<file path="config.mk">
export PLATFORM = sky130hd
export DESIGN_NAME = pipe_skid_stage
export DESIGN_NICKNAME = d
export VERILOG_FILES = /design/src/rtl/pipe_skid_stage.sv
export SDC_FILE = /design/constraint.sdc
export NUM_CORES = 1
export LEC_CHECK = 0
export CAP_MARGIN = 40
export CORE_MARGIN = 4
export CORE_UTILIZATION = 49
export DETAILED_ROUTE_END_ITERATION = 10
export GPL_ROUTABILITY_DRIVEN = 1
export GPL_TIMING_DRIVEN = 1
export MAX_ROUTING_LAYER = met4
export PLACE_DENSITY = 0.79
export SYNTH_ARGS = -nofsm -noshare
export SYNTH_HDL_FRONTEND = slang
export SYNTH_SLANG_ARGS = --single-unit
export TNS_END_PERCENT = 10
</file>
<file path="constraint.sdc">
create_clock -name clk -period 2.1 [get_ports clk]
set_input_delay 0.525 -clock clk [delete_from_list [all_inputs] [get_ports clk]]
set_output_delay 0.525 -clock clk [all_outputs]
set_load 0.02 [all_outputs]
</file>
<file path="src/rtl/pipe_skid_stage.sv">
// Two-entry elastic pipeline register (main + skid) with valid/ready handshake.
// Upstream ready and downstream valid are pure decodes of registered state, so
// no combinational handshake path crosses the stage boundary.
module pipe_skid_stage #(
    parameter int unsigned DATA_WIDTH = 32
) (
    input  logic                  clk,
    input  logic                  rst_n,
    input  logic                  i_flush,
    input  logic                  i_valid,
    input  logic [DATA_WIDTH-1:0] i_data,
    output logic                  o_ready,
    output logic                  o_valid,
    output logic [DATA_WIDTH-1:0] o_data,
    input  logic                  i_ready,
    output logic [1:0]            o_count
);

    typedef enum logic [1:0] {
        StEmpty = 2'd0,
        StBusy  = 2'd1,
        StFull  = 2'd2
    } state_e;

    state_e                state_q, state_d;
    logic [DATA_WIDTH-1:0] main_q, main_d;
    logic [DATA_WIDTH-1:0] skid_q, skid_d;

    logic in_xfer;
    logic out_xfer;

    // Handshake outputs decoded from registered state only.
    always_comb begin
        o_valid = 1'b0;
        o_ready = 1'b1;
        o_count = 2'd0;
        unique case (state_q)
            StEmpty: begin
                o_valid = 1'b0;
                o_ready = 1'b1;
                o_count = 2'd0;
            end
            StBusy: begin
                o_valid = 1'b1;
                o_ready = 1'b1;
                o_count = 2'd1;
            end
            StFull: begin
                o_valid = 1'b1;
                o_ready = 1'b0;
                o_count = 2'd2;
            end
            default: begin
                o_valid = 1'b0;
                o_ready = 1'b1;
                o_count = 2'd0;
            end
        endcase
        o_data = main_q;
    end

    assign in_xfer  = i_valid && o_ready;
    assign out_xfer = o_valid && i_ready;

    // Next-state: flush empties the stage but leaves the data registers alone.
    always_comb begin
        state_d = state_q;
        main_d  = main_q;
        skid_d  = skid_q;
        if (i_flush) begin
            state_d = StEmpty;
        end else begin
            unique case (state_q)
                StEmpty: begin
                    if (in_xfer) begin
                        main_d  = i_data;
                        state_d = StBusy;
                    end
                end
                StBusy: begin
                    if (in_xfer && out_xfer) begin
                        main_d = i_data;
                    end else if (in_xfer) begin
                        skid_d  = i_data;
                        state_d = StFull;
                    end else if (out_xfer) begin
                        state_d = StEmpty;
                    end
                end
                StFull: begin
                    if (out_xfer) begin
                        main_d  = skid_q;
                        state_d = StBusy;
                    end
                end
                default: begin
                    state_d = StEmpty;
                end
            endcase
        end
    end

    // State and payload registers with synchronous active-low reset.
    always_ff @(posedge clk) begin
        if (!rst_n) begin
            state_q <= StEmpty;
            main_q  <= '0;
            skid_q  <= '0;
        end else begin
            state_q <= state_d;
            main_q  <= main_d;
            skid_q  <= skid_d;
        end
    end

endmodule
</file>
Yosys cells after proc, flatten, opt, wreduce, memory -nomap -nowiden:

Index checks and enable logic that the tools add are counted.

* register bits: 66
* output and inout bits: 36
* word-level logic and storage cells: 36

* eq/ne operators: 7
* mux-type cells: 13
* bitwise gates (word level): 3
* reductions and logical operators: 10

Operator list (number)
* $mux W32: 3
* $pmux W32 S3: 1
* $mux W2: 5
* $ne A2 B2 Y1 const B: 4
* $reduce_and A4 Y1: 2
* $pmux W2 S3: 1
* $reduce_and A5 Y1: 1
* $pmux W2 S2: 1
* $reduce_or A2 Y1: 2
* $logic_and A1 B1 Y1: 3
* $ne A3 B3 Y1 const B: 1
* $not A1 Y1: 3
* $reduce_bool A3 Y1: 1
* $eq A2 B1 Y1 const B: 1
* $eq A2 B2 Y1 const B: 1
* $logic_not A2 Y1: 1
* $mux W1: 2

Logic depth before layout (Yosys ltp):

Gate-level depths: netlist (run 1).

* depth after elaboration: 8
* depth in mapped cells: 9

Least setup slack after synthesis (run 1):

No wires, ideal clock.

* path type: register to register
* start: reg state_q[0]
* end: reg main_q[10] (netlist: o_data[10])
* setup time: 0.116 ns
* data arrival time: 1.932 ns
* setup slack: 0.052 ns
* cell stages (with the launch flop): 10
* cells stage by stage: dfxtp_1 -> inv_1 -> ha_1 -> and4b_1 -> nand2b_1 -> clkbuf_1 -> and2_1 -> buf_4 -> buf_6 -> o211a_1

* word-level cells in the longest chain between the ends: 7
* elaborated cells on any way between the ends: 15

RTL lines
* start, declared: RTL line 25 `state_e state_q, state_d;`
* start signal, assigned: RTL line 106 `state_q <= StEmpty;`
* start signal, assigned: RTL line 110 `state_q <= state_d;`
* $eq A2 B2 Y1 / $eq A2 B1 Y1 (equally long branches): RTL line 37 `unique case (state_q)`
* $reduce_or A2 Y1 (no source line) *
* $mux W1 *: RTL line 37
* via o_valid: RTL line 13 `output logic o_valid,`
* $logic_and A1 B1 Y1 *: RTL line 63 `assign out_xfer = o_valid && i_ready;`
* $logic_and A1 B1 Y1: RTL line 81 `if (in_xfer && out_xfer) begin`
* $ne A2 B2 Y1 (no source line)
* $reduce_and A5 Y1 (no source line) *
* end signal, assigned: RTL line 111 `main_q <= main_d;`
* end, declared: RTL line 26 `logic [DATA_WIDTH-1:0] main_q, main_d;`

Mark *: on every way through the listed nets, which the timed path passes. The rest lies on a longest branch.
A chain may end at the register's enable or synchronous reset.

Worst setup path after layout (run 1):

* start: reg state_q[0]
* end: reg main_q[7] (netlist: o_data[7])

* word-level cells in the longest chain between the ends: 7
* elaborated cells on any way between the ends: 15

RTL lines (RTL line)
* $eq A2 B2 Y1 / $eq A2 B1 Y1 (equally long branches): 37, 73
* $reduce_or A2 Y1 (no source line)
* $mux W1: 37
* $logic_and A1 B1 Y1: 63
* $logic_and A1 B1 Y1: 81
* $ne A2 B2 Y1 (no source line)
* $reduce_and A5 Y1 (no source line)

Several ways; a longest one is shown, not always the timed one.

==> results.py, run 1 <==
metrics = {
    "die": {
        "start_util_pct": 50.3,
        "fp-row-count": 28,
        "die_area_um2": 7390,
        "die_h_um": 86.0,
        "io_pins": 73,
        "core_area_um2": 5920,
        "die_w_um": 86.0,
    },
    "cells_and_area": {
        "layout.cells.non_filler": 466,
        "nFillCells": 504,
        "fin_nets": 428,
        "diodes": 0,
        "regArea_um2": 1320,
        "drive_gt1_share_pct": 9.21,
        "multi_input_area_um2": 1510,
        "layout_commonest_cell": "clkdlybuf4s50_1",
        "utilization_pct": 66.8,
        "final_cell_mix": "67 x clkdlybuf4s50_1, 66 x dfxtp_1, 64 x nand2_1",
        "area_growth_syn_to_layout_pct": 32.9,
    },
    "pwr": {
        "pwr-share-seq_pct": 49.5,
        "powerDensity_nw_per_um2": 694,
        "sw_frac_of_total_pct": 26.9,
        "ir_drop_mv": 0.625,
        "switchingPower_w": 0.000740,
        "p_leak_nw": 1.67,
        "intPower_w": 0.00201,
        "power_frac_clock_pct": 31.3,
        "combPwrFrac_pct": 19.1,
    },
    "worst_hold_path": {
        "min_path_type": "reg2reg",
    },
    "placement": {
        "dp_cells": 451,
        "dp_hpwl_um": 4790,
        "place.gp.congestion": 0.850,
        "portBuffers": 72,
    },
    "timing": {
        "clock_skew_ns": 0.00426,
        "finalCritPeriodShare_pct": 94.2,
        "slew_headroom_pct": 61.7,
        "rsz0062_at_grt": "false",
        "fin_crit_ns": 1.98,
        "hold_viol": 0,
        "setup-violations-final": 0,
        "slew_viol_final": 0,
        "worst_pin_slew_ns": 0.575,
        "clock.fmax_mhz": 505,
    },
    "global_route": {
        "grt-ovfl-total": 0,
        "grt_max_degree": 65,
        "grt.total_usage_pct": 20.1,
        "grt_pass1_vias": 2462,
        "antenna_found_initial": 0,
        "grt_pass1_wl_um": 11400,
    },
    "detailed_routing": {
        "drt-vias-per-instance": 5.43,
        "wl_per_cell_um": 15.1,
        "routed_wl_um": 7020,
        "vias": 2532,
        "drtPass1Iterations": 4,
        "drt_iter0_drc": 134,
        "drc_errors": 0,
        "ant_nets": 0,
    },
    "cts": {
        "clk_pin_slew_ns": 0.06,
        "clock_path_buffers": 2,
        "cts_tree": "yes",
        "clock_sinks": 66,
        "cts_setup_buffers": 0,
        "cts_buffers": 9,
        "clk_root_buffer_cell": "clkbuf_8",
        "cts_max_level": 3,
        "clkLatencyLatePin_ns": 0.33,
    },
    "critical_path": {
        "required_ns": 2.32,
        "max_stage_delay_ns": 0.40,
        "critPathLaunchType": "flip-flop",
        "path_class": "reg2reg",
        "critPathMaxFanout": 10,
        "worstPathCellList": "inv_1, ha_1, and4b_1, nand2b_1, and2_1, buf_4, o211a_1",
        "endpoint_kind": "flip-flop",
        "crit_arrival_ns": 2.20,
        "slowest_stage": "ha_1",
    },
    "synth": {
        "seq_area_frac_synth_pct": 44.4,
        "ys_types": 27,
        "netlist_area_um2": 2980,
        "ys_ff_latch": 66,
        "yosysWarnings": 0,
        "avgSynthCellArea_um2": 9.42,
        "synth_fp_nets": 357,
        "synthCells": 316,
    },
    "run_status": {
        "status": "finished, final reports clean",
    },
    "run": {
        "max_cap_violations": 0,
    },
}
==> kinds of logic after synthesis <==
group,synth area share [%]
AND/OR/NAND/NOR,16.1
AO/OA/AOI/OAI,21.1
flip-flops,44.4
multiplexers,11.5
buffers and inverters,5.21
adder cells (fa/ha/maj),1.68
==> critical path, delay by kind of cell (launching register included) <==
| kind | cells | cell delay, ns |
|---|---|---|
| flops | 1 | 0.36 |
| simple gates | 3 | 0.63 |
| fa+ha+maj | 1 | 0.40 |
| compound gates | 1 | 0.21 |
| buf+inv | 2 | 0.27 |
==> flip-flops by register name, summed over array words and instances (netlist names) <==
signal   count
state_q      2
o_data      32
skid_q      32
==> area by class of cell <==
class                           count  share of cell area, %
Clock buffer                       11                   3.32
Inverter                            4                  0.379
Sequential cell                    66                   33.4
Timing Repair Buffer               88                   21.8
Tap cell                           75                   2.37
Multi-Input combinational cell    218                   38.2
Clock inverter                      4                  0.506
==> cell usage after synthesis, drive strengths merged <==
cell / n / area [um^2]
a21boi: 32 / 240
o21ai: 1 / 5.00
nand2b: 3 / 18.8
o221ai: 1 / 8.76
a2111oi: 1 / 27.5
o211a: 32 / 320
ha: 4 / 50.1
nor3: 2 / 10.0
mux2: 2 / 22.5
mux2i: 32 / 320
and4b: 1 / 10.0
inv: 4 / 15.0
nor2b: 2 / 12.5
and2: 1 / 6.26
nand3: 32 / 160
dfxtp: 66 / 1320
a211o: 1 / 8.76
nand3b: 1 / 7.51
a211oi: 1 / 12.5
nor2: 4 / 15.0
clkbuf: 17 / 63.8
nand2: 64 / 240
a21oi: 1 / 5.00
buf: 11 / 76.3
==> path summary, 6_finish.rpt <==
path | startpoint | to | slack, ns | depth (start not counted)
min reg2reg | skid_q[6]$_SDFFE_PN0P_ | skid_q[6]$_SDFFE_PN0P_ | 0.46 | 2
min | skid_q[6]$_SDFFE_PN0P_ | skid_q[6]$_SDFFE_PN0P_ | 0.46 | 2
max | state_q[0]$_SDFFE_PP0P_ | o_data[7]$_SDFFE_PN0P_ | 0.12 | 7
max reg2reg | state_q[0]$_SDFFE_PP0P_ | o_data[7]$_SDFFE_PN0P_ | 0.12 | 7
==> what timing repair did <==
item                                    in CTS  in global routing
pin swaps                                    0                  0
gates resized for setup                      5                  1
endpoints found under the setup margin       4                  1
hold buffers                                 0                  0
==> power by group through the flow <==
stage / Combinational, W / Sequential [W] / Clock, W
2_1_floorplan: 0.000205 / 0.00145 / 0
3_3_place_gp: 0.000524 / 0.00139 / 0
3_5_place_dp: 0.000531 / 0.00139 / 0
4_1_cts: 0.000530 / 0.00136 / 0.000882
5_1_grt: 0.000563 / 0.00137 / 0.000941
6_report: 0.000526 / 0.00136 / 0.000860
==> per-stage QoR <==
stage               TNS [ns]  worst slack, ns  total power, W  cell area (um^2)  hold WS, ns
finish                     0            0.121         0.00275              3960        0.459
global route               0          0.00340         0.00287              3960        0.479
CTS                        0           0.0146         0.00277              3960        0.464
detailed placement     -2.50          -0.0950         0.00192              3810        0.455
global placement       -2.00          -0.0691         0.00191              3810        0.440
floorplan                  0           0.0522         0.00166              2980        0.435
==> layer usage <==
layer / wire (um) / vias to the layer above / global-route usage (%)
met3: 369 / 10 / 6.44
met2: 3440 / 68 / 32.1
li1: - / 1244 / -
met5: 0 / - / -
met1: 3110 / 1210 / 23.9
met4: 96 / 0 / 7.05
No activity file was read; power rests on OpenSTA's default activity.
==> inputs of run 2 (changes only) <==
Settings changed: CORE_UTILIZATION 49 to 56, DONT_BUFFER_PORTS set to 1, PLACE_DENSITY 0.79 to 0.74.
Clock period 2.1 ns to 1.78 ns, I/O delays scaled along.
==> run 2 against run 1 <==
Compared with the run above:
- the run now ends with negative setup slack left
- worst hold slack got worse by 0.23 ns
- final cell count shrank 11%
- critical path depth did not move
- via count is 2.6% lower
- first-iteration DRC count is 4.5% lower
- final area fell by 0.47%
- combinational power shrank 23%
- maximum frequency grew 6.4%
- utilization grew 9.8 points
- largest power group unchanged
- highest routed layer unchanged
==> results.py, run 2 (synthesis results as in run 1) <==
metrics = {
    "run_status": {
        "status": "finished, violations left",
        "violations": "negative setup slack",
    },
    "cts": {
        "clk_root_buffer_cell": "clkbuf_8",
        "cts_max_level": 3,
        "cts_buffers": 9,
        "clock_path_buffers": 2,
        "hold_buffers": 0,
        "clk_pin_slew_ns": 0.08,
        "clkLatencyLatePin_ns": 0.35,
        "clock_sinks": 66,
        "cts_tree": "yes",
    },
    "detailed_routing": {
        "routed_wl_um": 8340,
        "vias": 2467,
        "drc_errors": 0,
        "drt_iter0_drc": 128,
        "drtPass1Iterations": 6,
        "wl_per_cell_um": 20.1,
        "ant_nets": 0,
        "drt-vias-per-instance": 5.96,
    },
    "timing": {
        "slew_viol_final": 0,
        "tns_ns": -2.12,
        "layout_setup_ws_ns": -0.0796,
        "clock.fmax_mhz": 538,
        "slew_headroom_pct": 75.6,
        "setup-violations-final": 60,
        "rsz0062_at_grt": "true",
        "hold_viol": 0,
        "fin_hold_ws_ns": 0.224,
        "worst_pin_slew_ns": 0.366,
        "clock_skew_ns": 0.00676,
        "fin_crit_ns": 1.86,
        "finalCritPeriodShare_pct": 104,
    },
    "cells_and_area": {
        "drive_gt1_share_pct": 32.0,
        "diodes": 0,
        "stdcell_area_um2": 3940,
        "utilization_pct": 76.6,
        "layout_commonest_cell": "dfxtp_1",
        "area_growth_syn_to_layout_pct": 32.3,
        "fin_nets": 380,
        "final_cell_mix": "64 x dfxtp_1, 42 x nand2_1, 32 x mux2i_1, 32 x nand3_1, 32 x o211a_1",
    },
    "worst_hold_path": {
        "min_to": "skid_q[16]$_SDFFE_PN0P_",
        "min_path_type": "in2reg",
        "hold_depth": 2,
        "hp-start": "i_data[16]",
    },
    "critical_path": {
        "critPathLaunchType": "flip-flop",
        "crit_arrival_ns": 2.15,
        "critPathMaxFanout": 8,
        "rrSetupSlack_ns": -0.08,
        "path_class": "reg2reg",
        "reg2reg_depth": 7,
        "r2r_start": "state_q[0]$_SDFFE_PP0P_",
        "required_ns": 2.07,
        "rr_endpoint": "o_data[27]$_SDFFE_PN0P_",
        "endpoint_kind": "flip-flop",
    },
    "global_route": {
        "grt_pass1_vias": 2227,
        "grt_max_degree": 66,
        "grt.total_usage_pct": 22.4,
        "grt-ovfl-total": 0,
        "antenna_found_initial": 0,
        "grt_pass1_wl_um": 10800,
    },
    "die": {
        "core_area_um2": 5140,
        "start_util_pct": 57.9,
        "die_h_um": 80.9,
        "die_area_um2": 6550,
        "io_pins": 73,
        "die_w_um": 80.9,
        "fp-row-count": 26,
    },
    "pwr": {
        "p_leak_nw": 1.67,
        "ir_drop_mv": 0.709,
        "powerDensity_nw_per_um2": 900,
    },
    "placement": {
        "placed_area_um2": 3180,
        "place.gp.congestion": 0.845,
        "dp_hpwl_um": 4570,
        "portBuffers": 0,
        "place_ws_ns": -0.0448,
    },
    "run": {
        "max_cap_violations": 0,
    },
}
[run 2: cell count changes in the layout (fill, tap and decap cells not counted), moves of 7 or more]
cell             delta
a21boi_0           -24
a21boi_1            +8
a21boi_2           +16
buf_6               +7
clkdlybuf4s50_1    -67
nand2_1            -22
nand2_2             +9
nand2_4            +13
[run 2: final cells by class]
| class | count | area (um^2) |
|---|---|---|
| well taps | 70 | 87.6 |
| fillers | 366 | 1200 |
| multi-input cells | 218 | 1750 |
| flip-flops and latches | 66 | 1320 |
| repair buffers | 40 | 527 |
| inverters | 4 | 20.0 |
| clock inverters | 6 | 90.1 |
| clock buffers | 10 | 138 |
[run 2: stage by stage]
step                      total power, W  cells
final                            0.00355    414
after global routing             0.00368    414
after CTS                        0.00346    398
after global placement           0.00204    381
after floorplan                  0.00197    316
after detailed placement         0.00204    381
[run 2: worst max-delay path by stage]
stage | slack, ns | start | end | depth (start not counted)
floorplan | -0.03 | state_q[1]$_SDFFE_PP0P_ | o_data[10]$_SDFFE_PN0P_ | 9
global placement | 0.02 | state_q[0]$_SDFFE_PP0P_ | o_data[14]$_SDFFE_PN0P_ | 7
detailed placement | -0.04 | state_q[0]$_SDFFE_PP0P_ | o_data[21]$_SDFFE_PN0P_ | 7
CTS | -0.006 | state_q[1]$_SDFFE_PP0P_ | skid_q[23]$_SDFFE_PN0P_ | 8
global route | -0.15 | state_q[0]$_SDFFE_PP0P_ | o_data[27]$_SDFFE_PN0P_ | 7
finish | -0.08 | state_q[0]$_SDFFE_PP0P_ | o_data[27]$_SDFFE_PN0P_ | 7
[run 2: per-layer routing]
metal | vias up | global-route usage, % | routed length [um]
met5 | - | - | 0
li1 | 1162 | - | -
met1 | 1201 | 25.3 | 3450
met4 | 0 | 10.1 | 174
met3 | 21 | 6.87 | 664
met2 | 83 | 36.4 | 4050
[run 2: repair_timing]
| action | CTS | global route |
|---|---|---|
| pin swaps | 2 | 44 |
| buffers inserted | 1 | 10 |
| resized for setup | 6 | 91 |
| setup endpoints to repair | 34 | 63 |
| endpoints found under the hold margin | 0 | 0 |
| gates cloned | 0 | 7 |
[run 2: power by group]
part	internal [W]	leakage, nW	switching, W	total (W)
sequential	0.00156	0.540	0.000142	0.00170
combinational	0.000221	1.01	0.000185	0.000406
clock	0.000829	0.112	0.000610	0.00144
total	0.00261	1.67	0.000937	0.00355
[run 2: worst max-delay path, cell delays in order (launching register included)]
cell,delay [ns]
dfxtp_2,0.34
inv_2,0.07
ha_4,0.17
nand2b_4,0.15
a2111oi_4,0.44
and2_4,0.32
clkbuf_16,0.18
o211a_1,0.14
==> inputs of run 3 (changes only) <==
Settings changed: CORE_UTILIZATION 56 to 62, PLACE_DENSITY 0.74 to 0.78.
Clock period 1.78 ns to 1.9 ns, I/O delays scaled along.
==> run 3 against run 2 <==
Compared with the run above:
- the run now ends clean
- global-route usage up 0.66 points
- final area down 15%
- clock skew down 0.00093 ns
- maximum frequency up 3.9%
- total power down 10%
- clock-buffer cell count up 2
==> results.py, run 3 (synthesis results as in run 1) <==
metrics = {
    "run_status": {
        "status": "finished, final reports clean",
    },
    "timing": {
        "setup-violations-final": 0,
        "finalCritPeriodShare_pct": 94.2,
        "hold_viol": 0,
        "fin_crit_ns": 1.79,
        "slew_viol_final": 0,
        "slew_headroom_pct": 75.1,
        "worst_pin_slew_ns": 0.373,
        "clock.fmax_mhz": 559,
        "clock_skew_ns": 0.00583,
    },
    "critical_path": {
        "crit_arrival_ns": 2.06,
        "path_class": "reg2reg",
        "endpoint_kind": "flip-flop",
        "max_stage_delay_ns": 0.42,
        "r2r_start": "state_q[0]$_SDFFE_PP0P_",
        "path_depth": 7,
        "crit_family": "compound AO/OA/AOI/OAI gates",
        "critPathMaxFanout": 17,
        "required_ns": 2.17,
        "rrSetupSlack_ns": 0.11,
        "worstPathCellList": "inv_2, ha_4, nor2b_1, a2111oi_4, and2_4, buf_12, o211a_1",
        "crit_buf_inv": 2,
        "rr_endpoint": "o_data[19]$_SDFFE_PN0P_",
        "slowest_stage": "a2111oi_4",
        "reg2reg_depth": 7,
        "critPathLaunchType": "flip-flop",
    },
    "global_route": {
        "grt_pass1_vias": 2238,
        "grt-ovfl-total": 0,
        "use_met1_pct": 28.2,
        "antenna_found_initial": 0,
        "grt_max_degree": 66,
        "grt_pass1_wl_um": 10800,
        "met3_usage_pct": 7.96,
        "met2_usage_pct": 35.8,
        "busiest_layer": "met2",
        "grt.total_usage_pct": 23.1,
    },
    "placement": {
        "portBuffers": 0,
        "place.gp.congestion": 0.782,
        "placed_area_um2": 3070,
        "dp_hpwl_um": 4100,
        "dp_cells": 356,
    },
    "cells_and_area": {
        "layout.cells.non_filler": 372,
        "stdcell_area_um2": 3350,
        "layout_commonest_cell": "dfxtp_1",
        "area_growth_syn_to_layout_pct": 12.4,
        "multi_input_area_um2": 1540,
        "drive_gt1_share_pct": 12.5,
        "diodes": 0,
        "final_cell_mix": "65 x dfxtp_1, 64 x nand2_1, 32 x mux2i_1, 32 x nand3_1, 32 x o211a_1",
        "regArea_um2": 1330,
        "fin_nets": 356,
        "nFillCells": 342,
    },
    "detailed_routing": {
        "routed_wl_um": 6250,
        "drtPass1Iterations": 4,
        "drt_iter0_drc": 104,
        "drt-vias-per-instance": 6.09,
        "ant_nets": 0,
        "wl_per_cell_um": 16.8,
        "vias": 2265,
        "drc_errors": 0,
    },
    "die": {
        "start_util_pct": 66.1,
        "die_w_um": 77.3,
        "io_pins": 73,
        "fp-row-count": 24,
        "die_h_um": 77.3,
        "die_area_um2": 5980,
        "core_area_um2": 4500,
    },
    "cts": {
        "cts_tree": "yes",
        "clock_sinks": 66,
        "clk_pin_slew_ns": 0.07,
        "cts_buffers": 9,
        "clkLatencyLatePin_ns": 0.33,
        "cts.repair.resized": 0,
        "cts_setup_buffers": 0,
        "cts_max_level": 3,
        "hold_buffers": 0,
        "clock_path_buffers": 2,
        "clk_root_buffer_cell": "clkbuf_8",
    },
    "pwr": {
        "ir_drop_mv": 0.608,
        "powerDensity_nw_per_um2": 953,
        "p_leak_nw": 1.44,
    },
    "worst_hold_path": {
        "hp-start": "rst_n",
        "min_path_type": "in2reg",
        "hold_depth": 1,
        "min_to": "o_data[25]$_SDFFE_PN0P_",
    },
    "run": {
        "max_cap_violations": 0,
    },
}
-- run 3: worst reg2reg max path: cells and delay by family, from the launching register on --
family          cells  cell delay [ns]
flops               1             0.37
simple gates        2             0.40
fa+ha+maj           1             0.17
compound gates      2             0.57
buf+inv             2             0.24
-- run 3: worst max-delay path by stage --
stage	slack, ns	start	endpoint
5_1_grt	-0.01	state_q[0]$_SDFFE_PP0P_	o_data[7]$_SDFFE_PN0P_
2_1_floorplan	0.005	state_q[0]$_SDFFE_PP0P_	o_data[10]$_SDFFE_PN0P_
4_1_cts	0.02	state_q[1]$_SDFFE_PP0P_	o_data[11]$_SDFFE_PN0P_
3_5_place_dp	0.03	state_q[0]$_SDFFE_PP0P_	o_data[11]$_SDFFE_PN0P_
3_3_place_gp	0.03	state_q[1]$_SDFFE_PP0P_	o_data[4]$_SDFFE_PN0P_
6_report	0.11	state_q[0]$_SDFFE_PP0P_	o_data[19]$_SDFFE_PN0P_
-- run 3: where the power goes --
part	internal (W)	switching, W
Clock	0.000811	0.000510
Combinational	0.000142	0.000138
Sequential	0.00146	0.000128
Total	0.00241	0.000776
-- run 3: cell type report --
class / instances / share of cell area (%)
timing repair buffer: 16 / 5.31
clock inverter: 4 / 2.20
clock buffer: 12 / 4.63
inverter: 4 / 0.448
sequential: 66 / 39.6
multi-input combinational: 218 / 45.9
tap: 52 / 1.94
-- run 3: through the flow --
| stage | setup slack (ns) | utilization (%) | hold slack (ns) | total power, W | TNS (ns) |
|---|---|---|---|---|---|
| floorplan | 0.00502 | - | 0.435 | 0.00184 | 0 |
| global placement | 0.0322 | 68.2 | 0.441 | 0.00188 | 0 |
| detailed placement | 0.0304 | 68.2 | 0.445 | 0.00189 | 0 |
| CTS | 0.0191 | 73.3 | 0.256 | 0.00321 | 0 |
| global route | -0.0127 | 74.3 | 0.255 | 0.00332 | -0.0554 |
| finish | 0.111 | 74.3 | 0.273 | 0.00319 | 0 |
-- run 3: routing by layer --
metal	part of all wire, %	vias up
met2	48	72
met1	42	1085
met4	0.53	0
met3	9.0	4
met5	0	-
li1	-	1104
